$ cat config.mk
export PLATFORM = sky130hd
export DESIGN_NAME = ov7670_capture_flat
export DESIGN_NICKNAME = d
export VERILOG_FILES = /design/src/rtl/ov7670_pkg.sv /design/src/rtl/ov7670_capture_if.sv /design/src/rtl/ov7670_pixel_assembler.sv /design/src/rtl/ov7670_capture.sv /design/src/flat_wrapper.sv
export SDC_FILE = /design/constraint.sdc
export NUM_CORES = 1
export LEC_CHECK = 0
export CAP_MARGIN = 20
export CORE_AREA = 2 2 152 154
export CTS_BUF_LIST = sky130_fd_sc_hd__clkbuf_16
export DETAILED_ROUTE_END_ITERATION = 10
export DIE_AREA = 0 0 154 156
export PLACE_DENSITY = 0.38
export SYNTH_ARGS = -nofsm -noshare
export SYNTH_HDL_FRONTEND = slang
export SYNTH_SLANG_ARGS = --single-unit
export TNS_END_PERCENT = 10
$ cat constraint.sdc
create_clock -name pclk -period 3.1 [get_ports pclk]
set_input_delay 0.31 -clock pclk [delete_from_list [all_inputs] [get_ports pclk]]
set_output_delay 0.31 -clock pclk [all_outputs]
set_load 0.01 [all_outputs]
$ cat src/rtl/ov7670_pkg.sv
// Shared types for the OV7670 capture front-end: pixel modes, frame FSM states, output-width helper.
package ov7670_pkg;

   typedef enum logic [1:0] {
      MODE_Y      = 2'd0,
      MODE_RGB565 = 2'd1,
      MODE_YAVG2  = 2'd2
   } mode_e;

   typedef enum logic [1:0] {
      SYNC   = 2'd0,
      VBLANK = 2'd1,
      ACTIVE = 2'd2
   } state_e;

   // Reserved encoding 3 falls back to Y-only.
   function automatic mode_e decode_mode(input logic [1:0] m);
      case (m)
         2'd1:    return MODE_RGB565;
         2'd2:    return MODE_YAVG2;
         default: return MODE_Y;
      endcase
   endfunction

   function automatic logic [15:0] out_width(input mode_e m, input logic [15:0] img_w);
      return (m == MODE_YAVG2) ? (img_w >> 1) : img_w;
   endfunction

endpackage

$ cat src/rtl/ov7670_capture_if.sv
// Camera byte stream in, frame-memory write strobe and frame status out.
interface ov7670_capture_if #(
   parameter int XW = 10,
   parameter int YW = 10,
   parameter int AW = 19
);
   logic          vsync;
   logic          href;
   logic [7:0]    data;
   logic [1:0]    mode;
   logic [15:0]   value;
   logic [XW-1:0] x_addr;
   logic [YW-1:0] y_addr;
   logic [AW-1:0] mem_addr;
   logic          is_val;
   logic          frame_done;
   logic          frame_err;
   logic [7:0]    frame_cnt;

   modport master (
      output vsync, href, data, mode,
      input  value, x_addr, y_addr, mem_addr, is_val, frame_done, frame_err, frame_cnt
   );

   modport slave (
      input  vsync, href, data, mode,
      output value, x_addr, y_addr, mem_addr, is_val, frame_done, frame_err, frame_cnt
   );
endinterface

$ cat src/rtl/ov7670_pixel_assembler.sv
// Turns the camera byte stream into pixels for the latched mode; pix_valid marks the completing byte.
module ov7670_pixel_assembler
   import ov7670_pkg::*;
(
   input  logic        pclk,
   input  logic        reset_n,
   input  logic        frame_start,
   input  logic        byte_en,
   input  logic        line_start,
   input  mode_e       cur_mode,
   input  logic [7:0]  data,
   output logic        pix_valid,
   output logic [15:0] pix_data,
   output logic        phase_nz
);

   logic [1:0] phase, ph, phase_nx;
   logic [7:0] hold;
   logic [8:0] sum9;
   logic       capture;

   always_comb begin
      ph        = line_start ? 2'd0 : phase;
      phase_nx  = phase;
      capture   = 1'b0;
      pix_valid = 1'b0;
      pix_data  = '0;
      sum9      = {1'b0, hold} + {1'b0, data};
      if (byte_en) begin
         case (cur_mode)
            MODE_YAVG2: begin
               // C Ya C Yb: Ya held on phase 1, rounded average on phase 3
               phase_nx = ph + 2'd1;
               capture  = (ph == 2'd1);
               if (ph == 2'd3) begin
                  pix_valid = 1'b1;
                  pix_data  = {8'h00, 8'((sum9 + 9'd1) >> 1)};
               end
            end
            MODE_RGB565: begin
               phase_nx = {1'b0, ~ph[0]};
               capture  = ~ph[0];
               if (ph[0]) begin
                  pix_valid = 1'b1;
                  pix_data  = {hold, data};
               end
            end
            default: begin
               phase_nx = {1'b0, ~ph[0]};
               if (ph[0]) begin
                  pix_valid = 1'b1;
                  pix_data  = {8'h00, data};
               end
            end
         endcase
      end
   end

   always_ff @(posedge pclk or negedge reset_n) begin
      if (!reset_n) begin
         phase <= '0;
         hold  <= '0;
      end else begin
         if (frame_start) phase <= '0;
         else             phase <= phase_nx;
         if (capture) hold <= data;
      end
   end

   assign phase_nz = |phase;

endmodule

$ cat src/rtl/ov7670_capture.sv
// OV7670 capture front-end: frame FSM, address counters and frame bookkeeping around the pixel assembler.
//  state  | meaning
//  SYNC   | after reset, waiting for first vsync high so the first frame is whole
//  VBLANK | vertical blanking, href ignored, waiting for vsync fall
//  ACTIVE | frame in progress, lines captured
module ov7670_capture
   import ov7670_pkg::*;
#(
   parameter int IMG_W = 320,
   parameter int IMG_H = 240,
   parameter int XW    = 10,
   parameter int YW    = 10,
   parameter int AW    = 19
) (
   input  logic             pclk,
   input  logic             reset_n,
   ov7670_capture_if.slave  bus
);

   localparam logic [YW-1:0] IMG_H_Y = YW'(IMG_H);

   state_e        state, state_nx;
   mode_e         cur_mode;
   logic          vsync_q, line_open, err_sticky;
   logic          frame_start, frame_end, line_end, byte_en, line_start;
   logic          pix_valid, phase_nz, in_frame, emit_ok, over_err, line_err;
   logic [15:0]   pix_data, ow16;
   logic [AW-1:0] out_w_a, row_base;
   logic [XW:0]   out_w_x, cnt_eff;
   logic [YW-1:0] lines_nx;

   always_ff @(posedge pclk or negedge reset_n) begin
      if (!reset_n) state <= SYNC;
      else          state <= state_nx;
   end

   always_comb begin
      state_nx    = state;
      frame_start = 1'b0;
      frame_end   = 1'b0;
      case (state)
         SYNC:    if (bus.vsync) state_nx = VBLANK;
         VBLANK:  if (vsync_q && !bus.vsync) begin
                     state_nx    = ACTIVE;
                     frame_start = 1'b1;
                  end
         ACTIVE:  if (!vsync_q && bus.vsync) begin
                     state_nx  = VBLANK;
                     frame_end = 1'b1;
                  end
         default: state_nx = SYNC;
      endcase
   end

   // A vsync rise closes any open line in the same cycle; that cycle's byte is not captured.
   assign line_end   = (state == ACTIVE) && line_open && (!bus.href || frame_end);
   assign byte_en    = (state == ACTIVE) && bus.href && !frame_end;
   assign line_start = byte_en && !line_open;

   assign ow16     = out_width(cur_mode, 16'(IMG_W));
   assign out_w_a  = AW'(ow16);
   assign out_w_x  = (XW+1)'(ow16);
   // Pixel count includes the strobe currently on the bus, whose x increment lands next cycle.
   assign cnt_eff  = {1'b0, bus.x_addr} + {{XW{1'b0}}, bus.is_val};
   assign in_frame = bus.y_addr < IMG_H_Y;
   assign emit_ok  = pix_valid && (cnt_eff < out_w_x) && in_frame;
   assign over_err = pix_valid && !emit_ok;
   assign line_err = line_end && ((cnt_eff != out_w_x) || phase_nz || !in_frame);
   assign lines_nx = (line_end && in_frame) ? bus.y_addr + 1'b1 : bus.y_addr;

   ov7670_pixel_assembler u_asm (
      .pclk        (pclk),
      .reset_n     (reset_n),
      .frame_start (frame_start),
      .byte_en     (byte_en),
      .line_start  (line_start),
      .cur_mode    (cur_mode),
      .data        (bus.data),
      .pix_valid   (pix_valid),
      .pix_data    (pix_data),
      .phase_nz    (phase_nz)
   );

   always_ff @(posedge pclk or negedge reset_n) begin
      if (!reset_n) begin
         vsync_q        <= 1'b0;
         line_open      <= 1'b0;
         err_sticky     <= 1'b0;
         cur_mode       <= MODE_Y;
         row_base       <= '0;
         bus.value      <= '0;
         bus.x_addr     <= '0;
         bus.y_addr     <= '0;
         bus.mem_addr   <= '0;
         bus.is_val     <= 1'b0;
         bus.frame_done <= 1'b0;
         bus.frame_err  <= 1'b0;
         bus.frame_cnt  <= '0;
      end else begin
         vsync_q        <= bus.vsync;
         bus.is_val     <= emit_ok;
         bus.value      <= emit_ok ? pix_data : 16'h0000;
         bus.frame_done <= frame_end;
         bus.frame_err  <= frame_end &&
                           (err_sticky || over_err || line_err || (lines_nx != IMG_H_Y));
         if (frame_end) bus.frame_cnt <= bus.frame_cnt + 8'd1;
         if (frame_start) begin
            cur_mode     <= decode_mode(bus.mode);
            line_open    <= 1'b0;
            err_sticky   <= 1'b0;
            row_base     <= '0;
            bus.x_addr   <= '0;
            bus.y_addr   <= '0;
            bus.mem_addr <= '0;
         end else begin
            if (over_err || line_err) err_sticky <= 1'b1;
            if (byte_en) line_open <= 1'b1;
            if (line_end) begin
               line_open  <= 1'b0;
               bus.x_addr <= '0;
               if (in_frame) begin
                  bus.y_addr   <= bus.y_addr + 1'b1;
                  row_base     <= row_base + out_w_a;
                  bus.mem_addr <= row_base + out_w_a;
               end
            end else if (bus.is_val) begin
               bus.x_addr   <= bus.x_addr + 1'b1;
               bus.mem_addr <= bus.mem_addr + 1'b1;
            end
         end
      end
   end

endmodule

$ cat src/flat_wrapper.sv
// flat-port wrapper written by rule: the top's interface ports become plain ports
module ov7670_capture_flat import ov7670_pkg::*;
#(
   parameter int IMG_W = 320,
   parameter int IMG_H = 240,
   parameter int XW    = 10,
   parameter int YW    = 10,
   parameter int AW    = 19
)
  (pclk, reset_n, bus_vsync, bus_href, bus_data, bus_mode, bus_value, bus_x_addr, bus_y_addr, bus_mem_addr, bus_is_val, bus_frame_done, bus_frame_err, bus_frame_cnt);
  ov7670_capture_if #(.XW(XW), .YW(YW), .AW(AW)) bus_i ();
  input  logic pclk;
  input  logic reset_n;
  input wire logic [$bits(bus_i.vsync)-1:0] bus_vsync;
  input wire logic [$bits(bus_i.href)-1:0] bus_href;
  input wire logic [$bits(bus_i.data)-1:0] bus_data;
  input wire logic [$bits(bus_i.mode)-1:0] bus_mode;
  output wire logic [$bits(bus_i.value)-1:0] bus_value;
  output wire logic [$bits(bus_i.x_addr)-1:0] bus_x_addr;
  output wire logic [$bits(bus_i.y_addr)-1:0] bus_y_addr;
  output wire logic [$bits(bus_i.mem_addr)-1:0] bus_mem_addr;
  output wire logic [$bits(bus_i.is_val)-1:0] bus_is_val;
  output wire logic [$bits(bus_i.frame_done)-1:0] bus_frame_done;
  output wire logic [$bits(bus_i.frame_err)-1:0] bus_frame_err;
  output wire logic [$bits(bus_i.frame_cnt)-1:0] bus_frame_cnt;
  assign bus_i.vsync = bus_vsync;
  assign bus_i.href = bus_href;
  assign bus_i.data = bus_data;
  assign bus_i.mode = bus_mode;
  assign bus_value = bus_i.value;
  assign bus_x_addr = bus_i.x_addr;
  assign bus_y_addr = bus_i.y_addr;
  assign bus_mem_addr = bus_i.mem_addr;
  assign bus_is_val = bus_i.is_val;
  assign bus_frame_done = bus_i.frame_done;
  assign bus_frame_err = bus_i.frame_err;
  assign bus_frame_cnt = bus_i.frame_cnt;
  ov7670_capture #(.IMG_W(IMG_W), .IMG_H(IMG_H), .XW(XW), .YW(YW), .AW(AW)) u_core (.pclk(pclk), .reset_n(reset_n), .bus(bus_i));
endmodule
==> summary.md, run 1 <==
| Metric | Value |
|---|---|
| DRC errors left | 0 |
| Num CTS Buffers | 9 |
| Slowest cell on crit path | a2111o_1 |
| Slew headroom | around 30% |
| Share of layout cells above drive strength 1 | 8.74% |
| DR iter-0 viols | between 200 and 250 |
| Final Cell Area | 0.00705 mm2 |
| Final worst slack | roughly 0.21 ns |
| WS Path Type | reg -> reg |
| Detailed Place HPWL | around 11000 um |
| Diodes inserted | 0 |
| Synth Warn # | 0 |
| Number of antenna violations at the first check in global routing | 0 |
| Dpl cells | roughly 970 |
| Syn Nets | 636 |
| Worst-path clk slew | ~0.070 ns |
| Non-Filler Instances | approximately 980 |
| Worst slack, placed | -0.0259 ns |
| First-pass GRT wire length | between 20000 and 30000 um |
| Clk root buf | clkbuf_16 |
| PD cells | around 460 mW/mm2 |
| Status | finished clean |
| Startpoint Class | flop |
| Multi-input logic area | 0.00289 mm2 |
| Setup Skew | ~0.0066 ns |
| Num ports | 80 |
| Critical Path RT | ~3.4 ns |
| Syn Inst Count | 595 |
| Final hold violations | 0 |
| Syn avg cell area | slightly above 9 um2 |
| Die W | 154 um |
| Peak supply drop | approximately 0.00024 V |
| Post-synth EDFFs | 0 |
| Total power | between 3 and 4 mW |
| Area Growth Syn to Fin | 28.6% |
| Fin crit share | 93.2% |
| Drt first pass iters | 5 |
| H-tree levels | 3 |
| RR Endpoint | u_core.bus.value[9]$_DFF_PN0_ |
| # clock sinks | a little under 100 |
| CP Capture Type | flop |
| Die area | about 0.024 mm2 |
| Flops & latches, synth | between 90 and 100 |
| DRT Wirelength | between 15000 and 20000 um |
| Final min period | 2.89 ns |
| Fmax | 346 MHz |
| Gr usage total | ~14% |
| Routed vias | around 4700 |
| Clk buf depth | 2 |
| CTS tree | done |
| CP max FO | 5 |
| Setup crit end | u_core.bus.value[9]$_DFF_PN0_ |
| Vias in the first global route | 4742 |
| Worst min-delay path category | in -> async |
| R2R setup slack | roughly 0.21 ns |
| Final setup viols | 0 |
| Mapped Area | roughly 0.0055 mm2 |
| Worst r2r path cells | 12 |
| Clk_lat worst skew | between 0.3 and 0.4 ns |
| Unique masters post-synth | 55 |
| Worst slew pin tran | ~1.1 ns |
| Crit path arrival time | roughly 3.2 ns |
| Post-Place Cell Area | a little under 0.007 mm2 |
| Final #Nets | 734 |
| Max-cap violations | 0 |
| RSZ-0062 raised after global routing | false |
| Seq/Total Area, Yosys | 44.3% |
| Hold buffers post-CTS | 0 |
| Core area | 0.0224 mm2 |
| Slew Viols, Final | 0 |
| Via density | 4.73 |
| Row cnt | 55 |
| Main synth FF type | dfrtp_1 |
| Height of the die | 156 um |
| Largest net degree at the start of global routing | 52 |
| GP Congestion | just under 0.8 |
| Post-route ant nets | 0 |
| R2r startpoint | u_core.bus.x_addr[0]$_DFFE_PN0P_ |
| Worst setup path start | u_core.bus.x_addr[0]$_DFFE_PN0P_ |
| Wire per inst | 16.2 um |
| Gr ovfl total | 0 |
| Crit path cell chain | ha_2 -> ha_2 -> nand2_1 -> xnor2_1 -> ha_1 -> nor2b_1 -> o21ai_0 -> nand2b_1 -> a2111o_1 -> nor4_4 -> buf_4 -> and2_1 |
| Cell mode on critical path | ha_2 |
| CP peak stage delay | about 0.47 ns |
| # port buffers | just under 80 |
| Ys async rst share | 100% |
| Register area | about 0.0024 mm2 |
| Leakage power | between 3 and 4 nW |
| Starting Density | between 20% and 30% |
| Fill count | between 2000 and 2500 |
-- area by class of cell --
cell class	instances	share of cell area (%)
Multi-Input combinational cell	457	41.1
Sequential cell	97	34.4
Timing Repair Buffer	106	14.1
Tap cell	285	5.06
Clock buffer	9	3.19
Inverter	22	1.17
Clock inverter	7	1.03
-- critical path: cells and delay by family (launching register included) --
family / cells / cell delay (ns)
fa+ha+maj: 3 / 0.74
buf+inv: 1 / 0.17
xor+xnor: 1 / 0.17
compound gates: 2 / 0.62
flops: 1 / 0.45
simple gates: 5 / 0.66
-- through the flow --
stage / setup TNS [ns] / utilization, % / hold WS (ns)
after floorplan: 0 / - / 0.0144
after global routing: 0 / 31.5 / 0.0634
final: 0 / 31.5 / 0.000543
after detailed placement: -0.154 / 30.1 / 0.410
after CTS: 0 / 31.4 / 0.0435
after global placement: 0 / 30.1 / 0.418
-- flip-flops by register name, summed over array words and instances (netlist names) --
register / count
u_core.bus.value: 16
u_core.u_asm.hold: 8
u_core.row_base: 14
u_core.vsync_q: 1
u_core.bus.mem_addr: 19
u_core.err_sticky: 1
u_core.line_open: 1
u_core.state: 2
u_core.bus.y_addr: 10
u_core.u_asm.phase: 2
u_core.cur_mode: 2
u_core.bus.frame_err: 1
u_core.bus.is_val: 1
u_core.bus.frame_cnt: 8
u_core.bus.frame_done: 1
u_core.bus.x_addr: 10
-- worst min-delay path by stage --
stage | startpoint | end | slack [ns] | cells past startpoint
2_1_floorplan | reset_n | u_core.bus.frame_cnt[0]$_DFFE_PN0P_ | 0.01 | 0
3_3_place_gp | reset_n | u_core.bus.mem_addr[17]$_DFFE_PN0P_ | 0.42 | 1
3_5_place_dp | reset_n | u_core.bus.mem_addr[17]$_DFFE_PN0P_ | 0.41 | 1
4_1_cts | reset_n | u_core.bus.mem_addr[17]$_DFFE_PN0P_ | 0.04 | 1
5_1_grt | reset_n | u_core.bus.mem_addr[17]$_DFFE_PN0P_ | 0.06 | 1
6_report | reset_n | u_core.bus.mem_addr[17]$_DFFE_PN0P_ | 0.0005 | 1
-- per-layer routing --
| layer | GRT usage (%) | wire length [um] | vias to the layer above |
|---|---|---|---|
| li1 | - | - | 2313 |
| met1 | 19.8 | 8180 | 2246 |
| met2 | 21.6 | 7040 | 81 |
| met3 | 1.97 | 484 | 13 |
| met4 | 4.67 | 217 | 0 |
| met5 | 0 | 0 | - |
-- cells in the mapped netlist, types with 7 or more instances --
cell type | number | area, um2
nand2_1 | 54 | 203
a21oi_1 | 29 | 145
or3_1 | 7 | 43.8
clkbuf_1 | 12 | 45.0
ha_1 | 25 | 313
nor2_1 | 67 | 251
mux2_2 | 11 | 124
nor2b_1 | 9 | 56.3
nor3_1 | 7 | 35.0
and2_1 | 16 | 100
and3_1 | 14 | 87.6
nand3_1 | 33 | 165
a22oi_1 | 10 | 75.1
dfrtp_1 | 97 | 2430
nand2b_1 | 7 | 43.8
xor2_1 | 18 | 158
nand4_1 | 12 | 75.1
xnor2_1 | 20 | 175
inv_1 | 22 | 82.6
o21ai_0 | 49 | 245
-- report_power, final --
group / leakage [nW] / total (mW) / switching [mW] / internal (mW)
combinational: 1.55 / 0.686 / 0.385 / 0.301
sequential: 1.33 / 1.43 / 0.0833 / 1.35
clock: 0.135 / 1.15 / 0.524 / 0.625
total: 3.01 / 3.27 / 0.992 / 2.27
-- cell usage in the layout (no fill, tap or decap), drive strengths merged, types with 11 or more instances in the layout --
master / count
xnor2: 20
inv: 23
nor2: 67
o21ai: 50
xor2: 18
clkdlybuf4s50: 78
nand2: 54
and3: 14
nand4: 12
nand3: 33
ha: 25
and2: 16
dfrtp: 97
a21oi: 29
buf: 28
mux2: 11
-- kinds of logic after synthesis --
group	count (synthesis)	synth area share, %
simple gates	244	22.5
compound gates	135	14.9
flops	97	44.3
buf+inv	41	3.15
xor+xnor	38	6.07
fa+ha+maj	27	6.44
mux	13	2.62
-- what timing repair did --
item                       in CTS  in global routing
setup endpoints to repair       0                  8
resized for setup               0                  2
buffers inserted                0                  2
(Power assumes the default switching activity.)
==> inputs of run 2 (changes only) <==
--- a/config.mk
+++ b/config.mk
@@ -5,6 +5,7 @@
 export SDC_FILE = /design/constraint.sdc
 export NUM_CORES = 1
 export LEC_CHECK = 0
+export ABC_CLOCK_PERIOD_IN_PS = 3100
 export CAP_MARGIN = 20
 export CORE_AREA = 2 2 152 154
 export CTS_BUF_LIST = sky130_fd_sc_hd__clkbuf_16
==> results of run 2 <==
The final DEF is identical to that of run 1; final timing and power are the same.
==> inputs of run 3 (changes only) <==
--- a/config.mk
+++ b/config.mk
@@ -6,9 +6,9 @@
 export NUM_CORES = 1
 export LEC_CHECK = 0
 export ABC_CLOCK_PERIOD_IN_PS = 3100
-export CAP_MARGIN = 20
 export CORE_AREA = 2 2 152 154
 export CTS_BUF_LIST = sky130_fd_sc_hd__clkbuf_16
+export CTS_CLUSTER_SIZE = 12
 export DETAILED_ROUTE_END_ITERATION = 10
 export DIE_AREA = 0 0 154 156
 export PLACE_DENSITY = 0.38
==> results of run 3 <==
The final DEF is identical to that of run 1; final timing and power are the same.
